## src/rtl/sequence_pkg.sv

```systemverilog
// Shared definitions for the sequence generator slice.
//  - state_t      : playback FSM states (IDLE, EMIT, DONE)
//  - DEFAULT_*    : default WIDTH / DEPTH / IDLE_VALUE used by the top level
package sequence_pkg;

  typedef enum logic [1:0] {
    IDLE = 2'd0,
    EMIT = 2'd1,
    DONE = 2'd2
  } state_t;

  localparam int DEFAULT_WIDTH      = 4;
  localparam int DEFAULT_DEPTH      = 8;
  localparam int DEFAULT_IDLE_VALUE = 0;

endpackage : sequence_pkg

```

## src/rtl/seq_mem.sv

```systemverilog
// Sequence memory: DEPTH x WIDTH register file.
//  clock    in   rising-edge clock
//  reset_n  in   asynchronous active-low clear of every entry
//  wr_en    in   write strobe (already qualified by the caller)
//  wr_addr  in   write address
//  wr_data  in   write data
//  rd_addr  in   read address
//  rd_data  out  combinational read of entry rd_addr
module seq_mem #(
  parameter int WIDTH = 4,
  parameter int DEPTH = 8,
  localparam int AW   = $clog2(DEPTH)
) (
  input  logic             clock,
  input  logic             reset_n,
  input  logic             wr_en,
  input  logic [AW-1:0]    wr_addr,
  input  logic [WIDTH-1:0] wr_data,
  input  logic [AW-1:0]    rd_addr,
  output logic [WIDTH-1:0] rd_data
);

  logic [WIDTH-1:0] entries [DEPTH];

  // One register per entry so that each is owned by exactly one process.
  genvar gi;
  generate
    for (gi = 0; gi < DEPTH; gi++) begin : g_entry
      logic [WIDTH-1:0] entry_reg;

      always_ff @(posedge clock or negedge reset_n) begin
        if (!reset_n) begin
          entry_reg <= '0;
        end else if (wr_en && (wr_addr == AW'(gi))) begin
          entry_reg <= wr_data;
        end
      end

      assign entries[gi] = entry_reg;
    end
  endgenerate

  assign rd_data = entries[rd_addr];

endmodule : seq_mem

```

## src/rtl/sequence_generator.sv

```systemverilog
// Stimulus source: plays a programmed list of numbers onto `number`, one per
// clock, optionally repeated.
//  clock         in   rising-edge clock
//  reset_n       in   asynchronous active-low reset
//  wr_en         in   write sequence memory (ignored while emitting)
//  wr_addr       in   write address
//  wr_data       in   write data
//  seq_len       in   entries per pass, clamped to DEPTH, sampled at start
//  repeat_count  in   extra passes after the first, sampled at start
//  start         in   begin playback (IDLE only)
//  hold          in   downstream stall, freezes the stream while emitting
//  number        out  emitted number (IDLE_VALUE when not valid)
//  number_valid  out  number carries a sequence entry
//  busy          out  high while emitting
//  done          out  one-cycle pulse after the final entry
module sequence_generator
  import sequence_pkg::*;
#(
  parameter int              WIDTH      = DEFAULT_WIDTH,
  parameter int              DEPTH      = DEFAULT_DEPTH,
  parameter logic [WIDTH-1:0] IDLE_VALUE = WIDTH'(DEFAULT_IDLE_VALUE),
  localparam int             AW         = $clog2(DEPTH),
  localparam int             LW         = AW + 1
) (
  input  logic             clock,
  input  logic             reset_n,
  input  logic             wr_en,
  input  logic [AW-1:0]    wr_addr,
  input  logic [WIDTH-1:0] wr_data,
  input  logic [LW-1:0]    seq_len,
  input  logic [3:0]       repeat_count,
  input  logic             start,
  input  logic             hold,
  output logic [WIDTH-1:0] number,
  output logic             number_valid,
  output logic             busy,
  output logic             done
);

  state_t           state_reg, state_next;
  logic [AW-1:0]    idx_reg, idx_next;
  logic [3:0]       pass_reg, pass_next;
  logic [3:0]       passes_reg, passes_next;
  logic [LW-1:0]    len_reg, len_next;
  logic [WIDTH-1:0] number_reg, number_next;
  logic             valid_reg, valid_next;
  logic             busy_reg, busy_next;
  logic             done_reg, done_next;

  logic             mem_wr_en;
  logic [AW-1:0]    rd_addr;
  logic [WIDTH-1:0] rd_data;
  logic [LW-1:0]    seq_len_clamped;
  logic             last_entry;
  logic             bypass_hit;

  // Memory is write-protected for the whole of playback.
  assign mem_wr_en = wr_en && (state_reg != EMIT);

  seq_mem #(
    .WIDTH (WIDTH),
    .DEPTH (DEPTH)
  ) u_mem (
    .clock   (clock),
    .reset_n (reset_n),
    .wr_en   (mem_wr_en),
    .wr_addr (wr_addr),
    .wr_data (wr_data),
    .rd_addr (rd_addr),
    .rd_data (rd_data)
  );

  assign seq_len_clamped = (seq_len > LW'(DEPTH)) ? LW'(DEPTH) : seq_len;
  assign last_entry      = ({1'b0, idx_reg} == (len_reg - LW'(1)));

  // Address of the entry the next edge loads into number_reg: the following
  // index mid-pass, entry 0 on start or on a pass wrap.
  assign rd_addr = ((state_reg == EMIT) && !last_entry) ? (idx_reg + AW'(1)) : '0;

  // A write to entry 0 on the start edge has not landed in memory yet, so
  // forward it directly.
  assign bypass_hit = wr_en && (wr_addr == '0);

  always_comb begin
    state_next  = state_reg;
    idx_next    = idx_reg;
    pass_next   = pass_reg;
    passes_next = passes_reg;
    len_next    = len_reg;
    number_next = number_reg;
    valid_next  = valid_reg;
    busy_next   = busy_reg;
    done_next   = 1'b0;

    case (state_reg)
      IDLE: begin
        number_next = IDLE_VALUE;
        valid_next  = 1'b0;
        busy_next   = 1'b0;
        if (start) begin
          len_next    = seq_len_clamped;
          passes_next = repeat_count;
          idx_next    = '0;
          pass_next   = '0;
          if (seq_len_clamped == '0) begin
            state_next = DONE;
            done_next  = 1'b1;
          end else begin
            state_next  = EMIT;
            valid_next  = 1'b1;
            busy_next   = 1'b1;
            number_next = bypass_hit ? wr_data : rd_data;
          end
        end
      end

      EMIT: begin
        if (!hold) begin
          if (last_entry) begin
            if (pass_reg < passes_reg) begin
              idx_next    = '0;
              pass_next   = pass_reg + 4'd1;
              number_next = rd_data;
            end else begin
              state_next  = DONE;
              number_next = IDLE_VALUE;
              valid_next  = 1'b0;
              busy_next   = 1'b0;
              done_next   = 1'b1;
            end
          end else begin
            idx_next    = idx_reg + AW'(1);
            number_next = rd_data;
          end
        end
      end

      DONE: begin
        state_next  = IDLE;
        idx_next    = '0;
        pass_next   = '0;
        number_next = IDLE_VALUE;
        valid_next  = 1'b0;
        busy_next   = 1'b0;
      end

      default: begin
        state_next  = IDLE;
        number_next = IDLE_VALUE;
        valid_next  = 1'b0;
        busy_next   = 1'b0;
      end
    endcase
  end

  always_ff @(posedge clock or negedge reset_n) begin
    if (!reset_n) begin
      state_reg  <= IDLE;
      idx_reg    <= '0;
      pass_reg   <= '0;
      passes_reg <= '0;
      len_reg    <= '0;
      number_reg <= IDLE_VALUE;
      valid_reg  <= 1'b0;
      busy_reg   <= 1'b0;
      done_reg   <= 1'b0;
    end else begin
      state_reg  <= state_next;
      idx_reg    <= idx_next;
      pass_reg   <= pass_next;
      passes_reg <= passes_next;
      len_reg    <= len_next;
      number_reg <= number_next;
      valid_reg  <= valid_next;
      busy_reg   <= busy_next;
      done_reg   <= done_next;
    end
  end

  assign number       = number_reg;
  assign number_valid = valid_reg;
  assign busy         = busy_reg;
  assign done         = done_reg;

endmodule : sequence_generator

```

## config.mk

```make
export PLATFORM = sky130hd
export DESIGN_NAME = sequence_generator
export DESIGN_NICKNAME = d
export VERILOG_FILES = /design/src/rtl/sequence_pkg.sv /design/src/rtl/seq_mem.sv /design/src/rtl/sequence_generator.sv
export SDC_FILE = /design/constraint.sdc
export NUM_CORES = 1
export LEC_CHECK = 0
export BUFFER_PORTS_ARGS = -buffer_cell sky130_fd_sc_hd__buf_2
export CAP_MARGIN = 10
export CORE_MARGIN = 4
export CORE_UTILIZATION = 63
export DETAILED_ROUTE_END_ITERATION = 10
export GPL_TIMING_DRIVEN = 0
export PLACE_DENSITY = 0.84
export SLEW_MARGIN = 25
export SYNTH_ARGS = -nofsm -noshare
export SYNTH_HDL_FRONTEND = slang
export SYNTH_HIERARCHICAL = 1
export SYNTH_SLANG_ARGS = --single-unit
```

## constraint.sdc

```tcl
create_clock -name clock -period 6.85 [get_ports clock]
set_clock_uncertainty 0.15 [all_clocks]
set_input_delay 0.3425 -clock clock [delete_from_list [all_inputs] [get_ports clock]]
set_output_delay 0.3425 -clock clock [all_outputs]
set_load 0.02 [all_outputs]
```

======== Yosys cells after proc, flatten, opt, wreduce, memory -nomap -nowiden ========
Index checks and enable logic that the tools add are counted.
operators by class
  add/sub/neg operators ................... 3
  multiply operators ...................... 0
  divide/modulo/power cells ............... 0
  magnitude comparators ................... 3
  equal/unequal tests ..................... 17
  shift operators ......................... 0
  muxes and demuxes ....................... 40
  bitwise logic cells ..................... 1
  reduce and logical (&&, ||, !) cells .... 21
operators by type and width
  operator                                                count
  2-to-1 mux 4 bit                                        13
  2-to-1 mux 3 bit                                        5
  binary-select mux 4 bit (select 3 bit)                  1
  equality test 3 bit (second input constant)             4
  case mux 4 bit (3 select lines)                         1
  logical AND 1 bit                                       11
  2-to-1 mux 1 bit                                        10
  2-to-1 mux 2 bit                                        5
  case mux 3 bit (3 select lines)                         1
  inequality test 2 bit (second input constant)           4
  case mux 4 bit (2 select lines)                         1
  AND reduction 4 bit                                     2
  equality test 3 x 2 -> 1 bit (second input constant)    2
  AND reduction 5 bit                                     1
  adder 4 x 1 -> 4 bit (second input constant)            1
  equality test 3 x 4 -> 1 bit                            1
  >= comparator 4 bit (second input constant)             1
  > comparator 4 bit (second input constant)              1
  logical NOT 4 bit                                       1
  less-than comparator 4 bit                              1
  inequality test 2 x 1 -> 1 bit (second input constant)  2
  NOT 3 -> 4 bit                                          1
  case mux 1 bit (2 select lines)                         2
  case mux 2 bit (2 select lines)                         1
  12 further kinds                                        12
word-level totals
  register bits after elaboration ......... 55
  latch bits .............................. 0
  RAM bits ................................ 0
  memory bits (read-only) ................. 0
  bits of input ports ..................... 20
  output and inout port bits .............. 7
  logic and storage cells ................. 101
  memories kept ........................... 0

======== Longest topological paths before layout ========
Gate-level depths: netlist of the first run.
  depth in word-level cells ............... 13
  depth in mapped cells ................... 13
  mapped depth without buffers ............ 11

======== Cells and area by module ========
Netlist of the first run, hierarchy kept.
by module, submodules not included
  module              instances  cells an instance  area an instance (sq um)  sequential area each (sq um)
  seq_mem             1          86                 1,525.2                   800.8
  sequence_generator  1          133                1,338.8                   575.6

======== Least setup slack after synthesis of the first run ========
No wires, ideal clock.
  kind .................................... register -> register
  start point ............................. register len_reg[0]
  end point ............................... register number_reg[0] (netlist: number[0])
  setup time .............................. 0.134 ns
  data arrival time ....................... 2.601 ns
  required time ........................... 6.566 ns
  path slack .............................. 3.965 ns
  stages on the path, launching flop included .. 12
  path buffers ............................ 2
  period minus slack after synthesis ...... 2.885 ns
  path through ............................ dfrtp_1 or3b_1 a211o_1 a211o_1 buf_6 nand2_1 nor2_1 buf_6 mux4_1 mux2_2 a31oi_1 o21ai_0
between the ends
  cells in the longest elaborated chain, start to end .. 13
  elaborated cells on any way between the ends .. 16
  those cells by class .................... 1 x add/sub; 1 x eq/ne; 11 x mux; 1 x bitwise; 2 x reduce/logical
ends and longest elaborated chain
  item                                                    RTL line                                              text
  start, declared                                         sequence_generator.sv:44                              logic [LW-1:0] len_reg, len_next;
  start signal, assigned                                  sequence_generator.sv:172                             len_reg <= len_next;
  subtractor 4 x 1 -> 4 bit *                             sequence_generator.sv:74                              assign last_entry = ({1'b0, idx_reg} == (len_reg - LW'(1)));
  equality test 3 x 4 -> 1 bit *                          sequence_generator.sv:74
  logical NOT 1 bit *                                     sequence_generator.sv:78                              assign rd_addr = ((state_reg == EMIT) && !last_entry) ? (idx_reg + AW'(1)) : '0;
  logical AND 1 bit *                                     sequence_generator.sv:78
  2-to-1 mux 3 bit *                                      sequence_generator.sv:78
  via rd_addr[0]                                          sequence_generator.sv:51                              logic [AW-1:0] rd_addr;
  NOT 3 -> 4 bit (not written as such) *                  seq_mem.sv:43                                         assign rd_data = entries[rd_addr];
  binary-select mux 4 bit (select 3 bit) *                seq_mem.sv:43
  2-to-1 mux 4 bit (not written as such) * (2 in series)  seq_mem.sv:43
  via rd_data[0]                                          sequence_generator.sv:52                              logic [WIDTH-1:0] rd_data;
  2-to-1 mux 4 bit, on equally long branches              sequence_generator.sv:120, sequence_generator.sv:112
  2-to-1 mux 4 bit, on equally long branches              sequence_generator.sv:119, sequence_generator.sv:105
  2-to-1 mux 4 bit, on equally long branches              sequence_generator.sv:118, sequence_generator.sv:100
  case mux 4 bit (2 select lines) *                       sequence_generator.sv:95                              case (state_reg)
  end signal, assigned                                    sequence_generator.sv:173                             number_reg <= number_next;
  end, declared                                           sequence_generator.sv:45                              logic [WIDTH-1:0] number_reg, number_next;
The timed path passes the listed nets; every way through them passes the cells marked *. The select of a mux whose other input is x is not followed.
A chain may end at the register's enable or synchronous reset.

======== Final worst setup path of the first run ========
  start point ............................. register len_reg[0]
  end point ............................... register number_reg[3] (netlist: number[3])
The elaborated chain is that of the path after synthesis.

==> results.md, run 1 <==
- H-tree depth: 2
- Synth Area in XOR/XNOR: 0.917%
- Worst setup EP type: register
- WP data arrival: 3290 ps
- # IOs: 27
- Pwr dens: 379 nW/um^2
- IO Port Bufs: 25
- Die area: 5690 um^2
- Total CTS buffers: 5
- Final Hold Viols: 0
- Depth of the most critical reg-to-reg path: 13
- Vias in the first global route: 1854
- Fin Setup TNS: 0 ps
- Grt ovf: 0
- Die width: 75.4 um
- RSZ-0062 raised after global routing: false
- Final HPWL DP: 3.92 mm
- Synth unique cells: 44
- Area grow syn2layout: 10.6%
- Diodes inserted: 0
- Share of cells above drive strength 1: 34.4%
- Routed WL per cell: 17.9 um
- Mux share of post-synthesis cell area: 24.2%
- Register area share after synthesis: 48.1%
- Drt pass-1 iters: 4
- Final instance area: 3170 um^2
- Max FFs per register: 32
- DRC viols: 0
- Maximum vdd ir drop: 0.222 mV
- EDFF count, synth: 0
- Largest family of logic cells by synthesized area: multiplexers
- Setup CP Type: reg2reg
- DRT iter0 DRCs: 128
- # setup viols final: 0
- Seq. cell area: 1380 um^2
- Num rows: 24
- Complex-gate fraction of the synthesized area: 10.1%
- Register bit count reported by yosys: 55
- Post-synth top area share: 48.1%
- Clock Path Buffers: 2
- First-pass GRT wire length: 9.00 mm
- Period utilization: 47.6%
- Hold Path Class: in2reg
- Cell taking the most area after synthesis: dfrtp_1
- Worst reg2reg setup slack: 3590 ps
- Top post-synthesis cells by area: dfrtp_1, mux2_2, mux4_1
- Synthesized-area fraction occupied by adder cells: 2.62%
- CTS tree: built
- Die height: 75.4 um
- Fin crit period: 3260 ps
- Largest net degree at the start of global routing: 56
- Syn Area/Cell: 13.1 um^2
- Initial antenna violation count: 0
- Placed cell area: 3060 um^2
- Least-Margin Pin Slew: 825 ps
- Area occupied by multi-input gates: 1410 um^2
- Max-Cap Viols: 0
- Max_slew headroom: 44.5%
- Hold Path End: passes_reg[3]
- Yosys Warn Count: 6
- Synthesized cell area: 2860 um^2
- Ys async rst share: 100%
- Tot GR Track Use: 21.3%
- Worst skew pair latency: 310 ps
- Final Max Slew Viols: 0
- RR Startpoint: len_reg[0]
- Placed cell count: 296
- Vias/cell: 6.30
- Critical Path Source Type: register
- Worst Hold Depth: 2
- Routed Antenna Nets: 0
- Fill cells: 298
- Post-Syn Nets: 245
- Simple logic cell fraction of the synthesized area: 11.4%
- Reg-to-Reg End: number[3]
- CP max FO: 10
- Routed WL: 5.46 mm
- Setup Buffers After CTS: 0
- Clock root buffer: clkbuf_8
- Vias: 1922
- Req. time, crit path: 6880 ps
- Static leakage: 1.48 nW
- Initial Util: 65.3%
- Core area: 4380 um^2
- Worst hold path startpoint: repeat_count[3]
- Status: completed
- Mapped Cells: 219
- Final Non-Filler Cells: 305
- # nets final: 278
- Fmax: 307 MHz
- Clk slew on worst S/H paths: 90 ps
- RePlAce Congestion: 0.746
- Primary FF master, synth: dfrtp_1
- Clock Sinks: 55
-- metal layers --
layer  global-route usage, %  up-vias  routed length (um)
met2                    35.1       57                2810
met4                    6.99        0                  66
met5                       0        -                   0
met1                    28.3      962                2280
li1                        -      896                   -
met3                    4.35        7                 293
-- cells in the final DEF (no fill, tap or decap), types with 4 or more instances in the layout --
| master | synthesis | final |
|---|---|---|
| mux2_2 | 41 | 41 |
| dfrtp_1 | 55 | 55 |
| nand2_1 | 13 | 13 |
| clkbuf_8 | 0 | 7 |
| ha_1 | 6 | 6 |
| a32o_1 | 5 | 5 |
| mux4_1 | 8 | 8 |
| nand2b_1 | 9 | 9 |
| a31oi_1 | 4 | 4 |
| inv_1 | 8 | 8 |
| clkbuf_1 | 5 | 6 |
| o21ai_0 | 9 | 9 |
| buf_2 | 0 | 24 |
| nor2_1 | 7 | 7 |
-- area by class of cell --
| cell class | instances | area share, % |
|---|---|---|
| timing repair buffer | 26 | 4.35 |
| inverter | 8 | 0.948 |
| sequential | 55 | 43.5 |
| multi-input combinational | 148 | 44.5 |
| buffer | 8 | 1.54 |
| tap | 52 | 2.05 |
| clock buffer | 8 | 3.16 |
-- worst max-delay path, stage by stage (launching register included) --
cell and delay [ps]:
dfrtp_1 430, inv_1 60, ha_1 200, xor2_1 160, a211o_1 230, a211o_1 320
buf_6 160, nand2_1 130, nor2_1 70, buf_6 150, mux4_1 490, mux2_2 310
a31oi_1 160, o21ai_0 110
-- Yosys cell counts (3+ instances only) --
library cell / instances
a31oi_1: 4
a32o_1: 5
and4bb_2: 3
clkbuf_1: 5
dfrtp_1: 55
ha_1: 6
inv_1: 8
mux2_2: 41
mux4_1: 8
nand2_1: 13
nand2b_1: 9
nand4b_1: 3
nor2_1: 7
nor3_1: 3
o21ai_0: 9
o21bai_1: 3
o2bb2ai_1: 3
-- kinds of logic after synthesis --
group                      count (synthesis)
AOI/OAI and AO/OA                         36
xor gates and xnor gates                   3
adders and majority gates                  6
buffers and inverters                     16
DFF                                       55
muxes                                     51
and+or+nand+nor                           52
-- per-stage QoR --
| step | utilization (%) | setup slack [ps] | power [W] | hold slack (ps) |
|---|---|---|---|---|
| after floorplan | - | 3970 | 0.000884 | -103 |
| after global placement | 69.7 | 3730 | 0.000985 | 329 |
| after detailed placement | 69.7 | 3660 | 0.00101 | 280 |
| after CTS | 72.2 | 3590 | 0.00121 | 105 |
| after global routing | 72.2 | 3360 | 0.00128 | 108 |
| final | 72.2 | 3590 | 0.00120 | 107 |
-- where the power goes --
group          switching [W]  internal, W  total, W
Combinational       0.000235     0.000269  0.000503
Sequential         0.0000712     0.000435  0.000506
Clock              0.0000997    0.0000924  0.000192
-- timing repair --
item	CTS	global route
hold buffers	1	0
endpoints found under the hold margin	55	0
gates resized for setup	0	0
-- worst max-delay path by stage --
stage,startpoint,to,slack [ps],depth (start not counted)
floorplan,len_reg[0],number[0],3970,11
global placement,len_reg[0],number[1],3730,13
detailed placement,len_reg[0],number[1],3660,13
CTS,len_reg[0],number[3],3590,13
global route,len_reg[0],number[3],3360,13
finish,len_reg[0],number[3],3590,13
(Power assumes the default switching activity.)
==> inputs of run 2 (changes only) <==
--- a/config.mk
+++ b/config.mk
@@ -5,13 +5,14 @@
 export SDC_FILE = /design/constraint.sdc
 export NUM_CORES = 1
 export LEC_CHECK = 0
+export ABC_AREA = 1
 export BUFFER_PORTS_ARGS = -buffer_cell sky130_fd_sc_hd__buf_2
 export CAP_MARGIN = 10
 export CORE_MARGIN = 4
-export CORE_UTILIZATION = 63
+export CORE_UTILIZATION = 54
 export DETAILED_ROUTE_END_ITERATION = 10
 export GPL_TIMING_DRIVEN = 0
-export PLACE_DENSITY = 0.84
+export PLACE_DENSITY = 0.76
 export SLEW_MARGIN = 25
 export SYNTH_ARGS = -nofsm -noshare
 export SYNTH_HDL_FRONTEND = slang
==> constraint.sdc (replaced) <==
create_clock -name clock -period 2.84 [get_ports clock]
set_clock_uncertainty 0.15 [all_clocks]
set_input_delay 0.142 -clock clock [delete_from_list [all_inputs] [get_ports clock]]
set_output_delay 0.142 -clock clock [all_outputs]
set_load 0.02 [all_outputs]
==> run 2 against run 1 <==
Compared with the run above:
- flip-flop and latch count unchanged
- utilization decreased by 7.1 points
- register-to-register slack worse by 3400 ps
- critical endpoint is now number[2]
- final area up 14%
- critical path depth up 7
- area after synthesis increased by 7.9%
- largest power group is now combinational cells
- sequential share of layout area is 5.3 points lower
- clock power rose to 2.7 times the previous value
- sequential power up 140%
==> results.md, run 2 <==
- Tot GR Track Use: 19.5% (was 21.3%)
- Vias: 2629 (was 1922)
- Routed WL: 6.60 mm (was 5.46 mm)
- Leading cell type in the layout, fill and taps excluded: nand2_1 (was dfrtp_1)
- Final instance area: 3610 um^2 (was 3170 um^2)
- Least-Margin Pin Slew: 713 ps (was 825 ps)
- Most numerous cell in the Yosys netlist: nand2_1 (was dfrtp_1)
- Core area: 5540 um^2 (was 4380 um^2)
- Drt pass-1 iters: 4 (unchanged)
- Clk slew on worst S/H paths: 90 ps (about the same)
- Fin Setup TNS: 0 ps (unchanged)
- # nets final: 486 (was 278)
- Vias in the first global route: 2535 (was 1854)
- Pwr dens: 1110 nW/um^2 (was 379 nW/um^2)
- Routed WL per cell: 12.4 um (was 17.9 um)
- CTS tree: built (unchanged)
- Worst Hold Depth: 3 (was 2)
- Total CTS buffers: 5 (unchanged)
- Simple logic cell fraction of the synthesized area: 33.0% (was 11.4%)
- IO Port Bufs: 26 (was 25)
- Worst hold path startpoint: start (was repeat_count[3])
- Initial Util: 55.8% (was 65.3%)
- Final Max Slew Viols: 0 (unchanged)
- EDFF count, synth: 0 (unchanged)
- DRT iter0 DRCs: 168 (was 128)
- Static leakage: 1.94 nW (was 1.48 nW)
- CP max FO: 10 (unchanged)
- First-pass GRT wire length: 11.3 mm (was 9.00 mm)
- Worst reg2reg setup slack: 200 ps (was 3590 ps)
- Die height: 83.6 um (was 75.4 um)
- Post-synth top area share: 44.6% (was 48.1%)
- Critical Path Source Type: register (unchanged)
- Diodes inserted: 0 (unchanged)
- Final Hold Viols: 0 (unchanged)
- Layout Utilization: 65.1% (was 72.2%)
- DRC viols: 0 (unchanged)
- Final HPWL DP: 4.69 mm (was 3.92 mm)
- Largest net degree at the start of global routing: 56 (unchanged)
- Synthesized cell area: 3090 um^2 (was 2860 um^2)
- WP data arrival: 2700 ps (was 3290 ps)
- Period utilization: 93.1% (was 47.6%)
- Fin crit period: 2640 ps (was 3260 ps)
- RePlAce Congestion: 0.841 (was 0.746)
- Num rows: 27 (was 24)
- Largest family of logic cells by synthesized area: simple AND/OR/NAND/NOR gates (was multiplexers)
- Post-Syn Nets: 436 (was 245)
- Cell taking the most area after synthesis: dfrtp_1 (unchanged)
- Primary FF master, synth: dfrtp_1 (unchanged)
- Fmax: 378 MHz (was 307 MHz)
- Ys async rst share: 100% (unchanged)
- Max-Cap Viols: 0 (unchanged)
- Register bit count reported by yosys: 55 (unchanged)
- RR Startpoint: len_reg[0] (unchanged)
- H-tree depth: 2 (unchanged)
- Max FFs per register: 32 (unchanged)
- Clock Sinks: 55 (unchanged)
- Worst skew pair latency: 310 ps (about the same)
- Area grow syn2layout: 16.8% (was 10.6%)
- Die area: 6990 um^2 (was 5690 um^2)
- Worst setup EP type: register (unchanged)
- Register area share after synthesis: 44.6% (was 48.1%)
- # IOs: 27 (unchanged)
- Top post-synthesis cells by area: dfrtp_1, nand2_1, inv_1 (was dfrtp_1, mux2_2, mux4_1)
- Max_slew headroom: 52.5% (was 44.5%)
- Depth of the most critical reg-to-reg path: 20 (was 13)
- Mux share of post-synthesis cell area: 0% (was 24.2%)
- Synth unique cells: 30 (was 44)
- Grt ovf: 0 (unchanged)
- Setup CP Type: reg2reg (unchanged)
- Synth Area in XOR/XNOR: 1.42% (was 0.917%)
- Clock Path Buffers: 2 (unchanged)
- Reg-to-Reg End: number[2] (was number[3])
- Placed cell count: 508 (was 296)
- Commonest non-fill, non-tap cells in the layout: nand2_1, inv_1, dfrtp_1, o21ai_0, nand3_1 (was dfrtp_1, mux2_2, buf_2, nand2_1)
- Syn Area/Cell: 7.53 um^2 (was 13.1 um^2)
- Initial antenna violation count: 0 (unchanged)
- Die width: 83.6 um (was 75.4 um)
- Final Non-Filler Cells: 533 (was 305)
- Hold Path End: busy (was passes_reg[3])
- Req. time, crit path: 2890 ps (was 6880 ps)
- Hold Path Class: in2reg (unchanged)
- Yosys Warn Count: 6 (unchanged)
- Maximum vdd ir drop: 0.645 mV (was 0.222 mV)
- Complex-gate fraction of the synthesized area: 8.91% (was 10.1%)
- Mapped Cells: 410 (was 219)
- Placed cell area: 3310 um^2 (was 3060 um^2)
- Status: completed (unchanged)
- Routed Antenna Nets: 0 (unchanged)
- Synthesized-area fraction occupied by adder cells: 2.43% (was 2.62%)
- Fill cells: 496 (was 298)
- Clock root buffer: clkbuf_8 (unchanged)
- Share of cells above drive strength 1: 17.1% (was 34.4%)
- Vias/cell: 4.93 (was 6.30)
- Top cells by count, synth: nand2_1, inv_1, dfrtp_1 (was dfrtp_1, mux2_2, nand2_1)
- # setup viols final: 0 (unchanged)
run 2: changes by cell type after synthesis, moves of 6 or more:
cell      previous run  this run
nand2_1             13       157
inv_2                0         6
o21ai_0              9        32
mux2_2              41         0
nand3_1              1        31
inv_1                8        61
mux4_1               8         0
nand2b_1             9         0
run 2: layout make-up:
| class | instances | area [um^2] | share of cell area, % |
|---|---|---|---|
| well taps | 72 | 90.1 | 2.50 |
| multi-input cells | 281 | 1420 | 39.4 |
| flip-flops and latches | 55 | 1380 | 38.2 |
| clock buffers | 5 | 68.8 | 1.91 |
| inverters | 67 | 254 | 7.04 |
| repair buffers | 43 | 298 | 8.26 |
| plain buffers | 7 | 53.8 | 1.49 |
| clock inverters | 3 | 43.8 | 1.21 |
run 2: how the worst max path moves through the flow:
stage          startpoint        end  slack, ps  cells past startpoint
3_3_place_gp   len_reg[0]  number[2]        150                     20
2_1_floorplan  len_reg[0]  number[1]        420                     20
6_report       len_reg[0]  number[2]        200                     20
4_1_cts        len_reg[0]  number[2]         80                     20
5_1_grt        len_reg[0]  number[0]        -20                     21
3_5_place_dp   len_reg[0]  number[2]        110                     20
run 2: worst max-delay path: stages, from the launching register on:
cell     delay [ps]
dfrtp_1         410
inv_2            90
ha_2            290
xnor2_2         210
nor2_4           80
nand2_4          80
nand2_4          60
nor2_1          140
buf_4           160
buf_4           170
nand2_1          70
nand3_1         100
nand2_1          80
nand2_1          60
nand2_1          70
nand2_1          70
nand2_1          50
nand2_1          50
nand2_1          50
nand2_1          60
nand2_1          50
run 2: per-stage QoR:
| stage | hold WS (ps) | setup slack (ps) | power [W] |
|---|---|---|---|
| floorplan | -304 | 424 | 0.00292 |
| global placement | 197 | 149 | 0.00331 |
| detailed placement | 89.0 | 113 | 0.00338 |
| CTS | 24.7 | 82.2 | 0.00393 |
| global route | 46.6 | -24.5 | 0.00442 |
| finish | 25.7 | 196 | 0.00400 |
run 2: cell families after synthesis:
| logic type | Yosys count |
|---|---|
| buffers and inverters | 74 |
| adder cells (fa/ha/maj) | 6 |
| flip-flops | 55 |
| XOR/XNOR | 5 |
| AO/OA/AOI/OAI | 48 |
| AND/OR/NAND/NOR | 222 |
run 2: what timing repair did:
action | in CTS | in global routing
endpoints found under the setup margin | 0 | 4
buffers inserted | 0 | 2
endpoints found under the hold margin | 69 | 0
hold buffers | 15 | 0
gates resized for setup | 0 | 6
run 2: power by group:
group | leakage, nW | internal [W] | switching, W
sequential | 0.707 | 0.00106 | 0.000171
combinational | 1.17 | 0.000856 | 0.00139
clock | 0.0581 | 0.000263 | 0.000256
total | 1.94 | 0.00218 | 0.00182
run 2: metal layers:
metal / GRT usage [%] / wire (um) / vias up
met5: 0 / 0 / -
met4: 5.26 / 99 / 0
met3: 3.85 / 301 / 11
met2: 33.8 / 3220 / 69
met1: 24.9 / 2980 / 1187
li1: - / - / 1362
==> inputs of run 3 (changes only) <==
--- a/config.mk
+++ b/config.mk
@@ -8,8 +8,10 @@
 export ABC_AREA = 1
 export BUFFER_PORTS_ARGS = -buffer_cell sky130_fd_sc_hd__buf_2
 export CAP_MARGIN = 10
+export CELL_PAD_IN_SITES_DETAIL_PLACEMENT = 1
+export CELL_PAD_IN_SITES_GLOBAL_PLACEMENT = 1
 export CORE_MARGIN = 4
-export CORE_UTILIZATION = 54
+export CORE_UTILIZATION = 40
 export DETAILED_ROUTE_END_ITERATION = 10
 export GPL_TIMING_DRIVEN = 0
 export PLACE_DENSITY = 0.76
==> run 3 against run 2 <==
Compared with the run above:
- combinational power up 20%
- critical endpoint unchanged
- register-to-register slack worse by 50 ps
- worst hold slack improved by 20 ps
- total power up 14%
- maximum frequency fell by 2.0%
- setup slack lost 54 ps
- utilization decreased by 14 points
- die area is 31% higher
- clock power is 21% higher
- final area up 5.2%
==> results.md, run 3 (same netlist as run 2, synthesis figures left out) <==
- CTS tree: built (unchanged)
- Diodes inserted: 0 (unchanged)
- Vias/cell: 4.89 (was 4.93)
- Final Hold Viols: 0 (unchanged)
- # IOs: 27 (unchanged)
- Die width: 95.9 um (was 83.6 um)
- Crit path buf inv count: 5 (was 3)
- Initial antenna violation count: 0 (unchanged)
- Met2 wire len: 4.19 mm (was 3.22 mm)
- Share of cells above drive strength 1: 20.3% (was 17.1%)
- RePlAce Congestion: 0.745 (was 0.841)
- # nets final: 492 (was 486)
- Worst setup startpoint: len_reg[0] (unchanged)
- Routed WL per cell: 14.7 um (was 12.4 um)
- Max_slew headroom: 50.8% (was 52.5%)
- # setup viols final: 0 (unchanged)
- Worst path most repeated cell: nand2_1 (unchanged)
- Worst skew pair latency: 310 ps (about the same)
- Die height: 95.9 um (was 83.6 um)
- Die area: 9190 um^2 (was 6990 um^2)
- Total CTS buffers: 5 (unchanged)
- Drt pass-1 iters: 4 (unchanged)
- Core area: 7370 um^2 (was 5540 um^2)
- Routed WL: 8.32 mm (was 6.60 mm)
- Hold slack: 46.0 ps (was 25.7 ps)
- WP data arrival: 2750 ps (was 2700 ps)
- Final Max Slew Viols: 0 (unchanged)
- Uppermost routed layer: met4 (unchanged)
- IO Port Bufs: 26 (unchanged)
- Fin crit period: 2700 ps (was 2640 ps)
- DRT iter0 DRCs: 95 (was 168)
- Clock Path Buffers: 2 (unchanged)
- H-tree depth: 2 (unchanged)
- Status: completed (unchanged)
- Max-Cap Viols: 0 (unchanged)
- Commonest non-fill, non-tap cells in the layout: nand2_1, inv_1, dfrtp_1, o21ai_0, buf_2 (was nand2_1, inv_1, dfrtp_1, o21ai_0, nand3_1)
- Worst hold path startpoint: start (unchanged)
- Final HPWL DP: 5.65 mm (was 4.69 mm)
- Tot GR Track Use: 18.9% (was 19.5%)
- Routed wl met3: 159 um (was 301 um)
- Least-Margin Pin Slew: 739 ps (was 713 ps)
- Worst setup EP type: register (unchanged)
- DRC viols: 0 (unchanged)
- Vias in the first global route: 2757 (was 2535)
- Num rows: 31 (was 27)
- Fin Setup TNS: 0 ps (unchanged)
- CP top delay family: simple AND/OR/NAND/NOR gates (unchanged)
- Maximum vdd ir drop: 0.472 mV (was 0.645 mV)
- Max FFs per register: 32 (unchanged)
- Pwr dens: 1200 nW/um^2 (was 1110 nW/um^2)
- Clk slew on worst S/H paths: 110 ps (was 90 ps)
- Largest net degree at the start of global routing: 56 (unchanged)
- Clock root buffer: clkbuf_8 (unchanged)
- Area grow syn2layout: 22.8% (was 16.8%)
- Fmax: 371 MHz (was 378 MHz)
- RR Startpoint: len_reg[0] (unchanged)
- Critical Path Source Type: register (unchanged)
- Initial Util: 41.9% (was 55.8%)
- Req. time, crit path: 2900 ps (was 2890 ps)
- Period utilization: 95.0% (was 93.1%)
- Clock Sinks: 55 (unchanged)
- Vias: 2766 (was 2629)
- Grt ovf: 0 (unchanged)
- CP max-delay cell: dfrtp_1 (unchanged)
- Slowest stage delay, CP: 410 ps (about the same)
- First-pass GRT wire length: 13.5 mm (was 11.3 mm)
- Routed Antenna Nets: 0 (unchanged)
- Setup CP Type: reg2reg (unchanged)
- Hold Path Class: in2reg (unchanged)
- CP max FO: 8 (was 10)
- Static leakage: 1.99 nW (was 1.94 nW)
- Leading cell type in the layout, fill and taps excluded: nand2_1 (unchanged)
- Routed length on met1: 3.91 mm (was 2.98 mm)
run 3: where the power goes:
part / switching, W / leakage (nW) / internal, W
sequential: 0.000173 / 0.707 / 0.00106
clock: 0.000274 / 0.0654 / 0.000353
combinational: 0.00165 / 1.22 / 0.00105
run 3: area by class of cell:
| cell class | count | area [um^2] |
|---|---|---|
| Clock buffer | 6 | 72.6 |
| Timing Repair Buffer | 49 | 363 |
| Fill cell | 954 | 3570 |
| Clock inverter | 2 | 60.1 |
| Multi-Input combinational cell | 281 | 1470 |
| Sequential cell | 55 | 1380 |
| Inverter | 67 | 260 |
| Buffer | 7 | 68.8 |
| Tap cell | 99 | 124 |
run 3: repair_timing:
action,in CTS,in global routing
hold buffers,16,0
endpoints found under the hold margin,69,0
gates cloned,0,1
buffers inserted,0,6
pin swaps,0,7
setup endpoints to repair,3,4
resized for setup,1,23
run 3: final timing paths:
kind / slack [ps] / depth (start not counted) / end
setup reg to reg: 140 / 25 / number[2]
hold / removal: 50 / 3 / busy
hold reg to reg: 330 / 2 / number[3]
setup / recovery: 140 / 25 / number[2]
max in group asynchronous: 1780 / 2 / pass_reg[1]
min in group asynchronous: 290 / 2 / u_mem/g_entry[3].entry_reg[1]
run 3: worst min-delay path, cell delays in order:
cell and delay (ps):
buf_2 110, nand3_1 150, nand2_1 70
run 3: stage by stage:
stage               total power, W  setup WS (ps)  cells  instance area (um^2)  utilization (%)
global placement           0.00340           37.3    535                  3340             45.4
global route               0.00499          -81.2    566                  3790             51.5
detailed placement         0.00347           19.9    535                  3350             45.4
floorplan                  0.00292            424    410                  3090                -
finish                     0.00456            142    566                  3790             51.5
CTS                        0.00416          0.121    559                  3640             49.4
run 3: metal layers:
layer | GRT usage (%) | vias to the layer above
met4 | 3.20 | 0
met3 | 2.58 | 6
met5 | 0 | -
met2 | 31.1 | 27
met1 | 26.9 | 1357
li1 | - | 1376
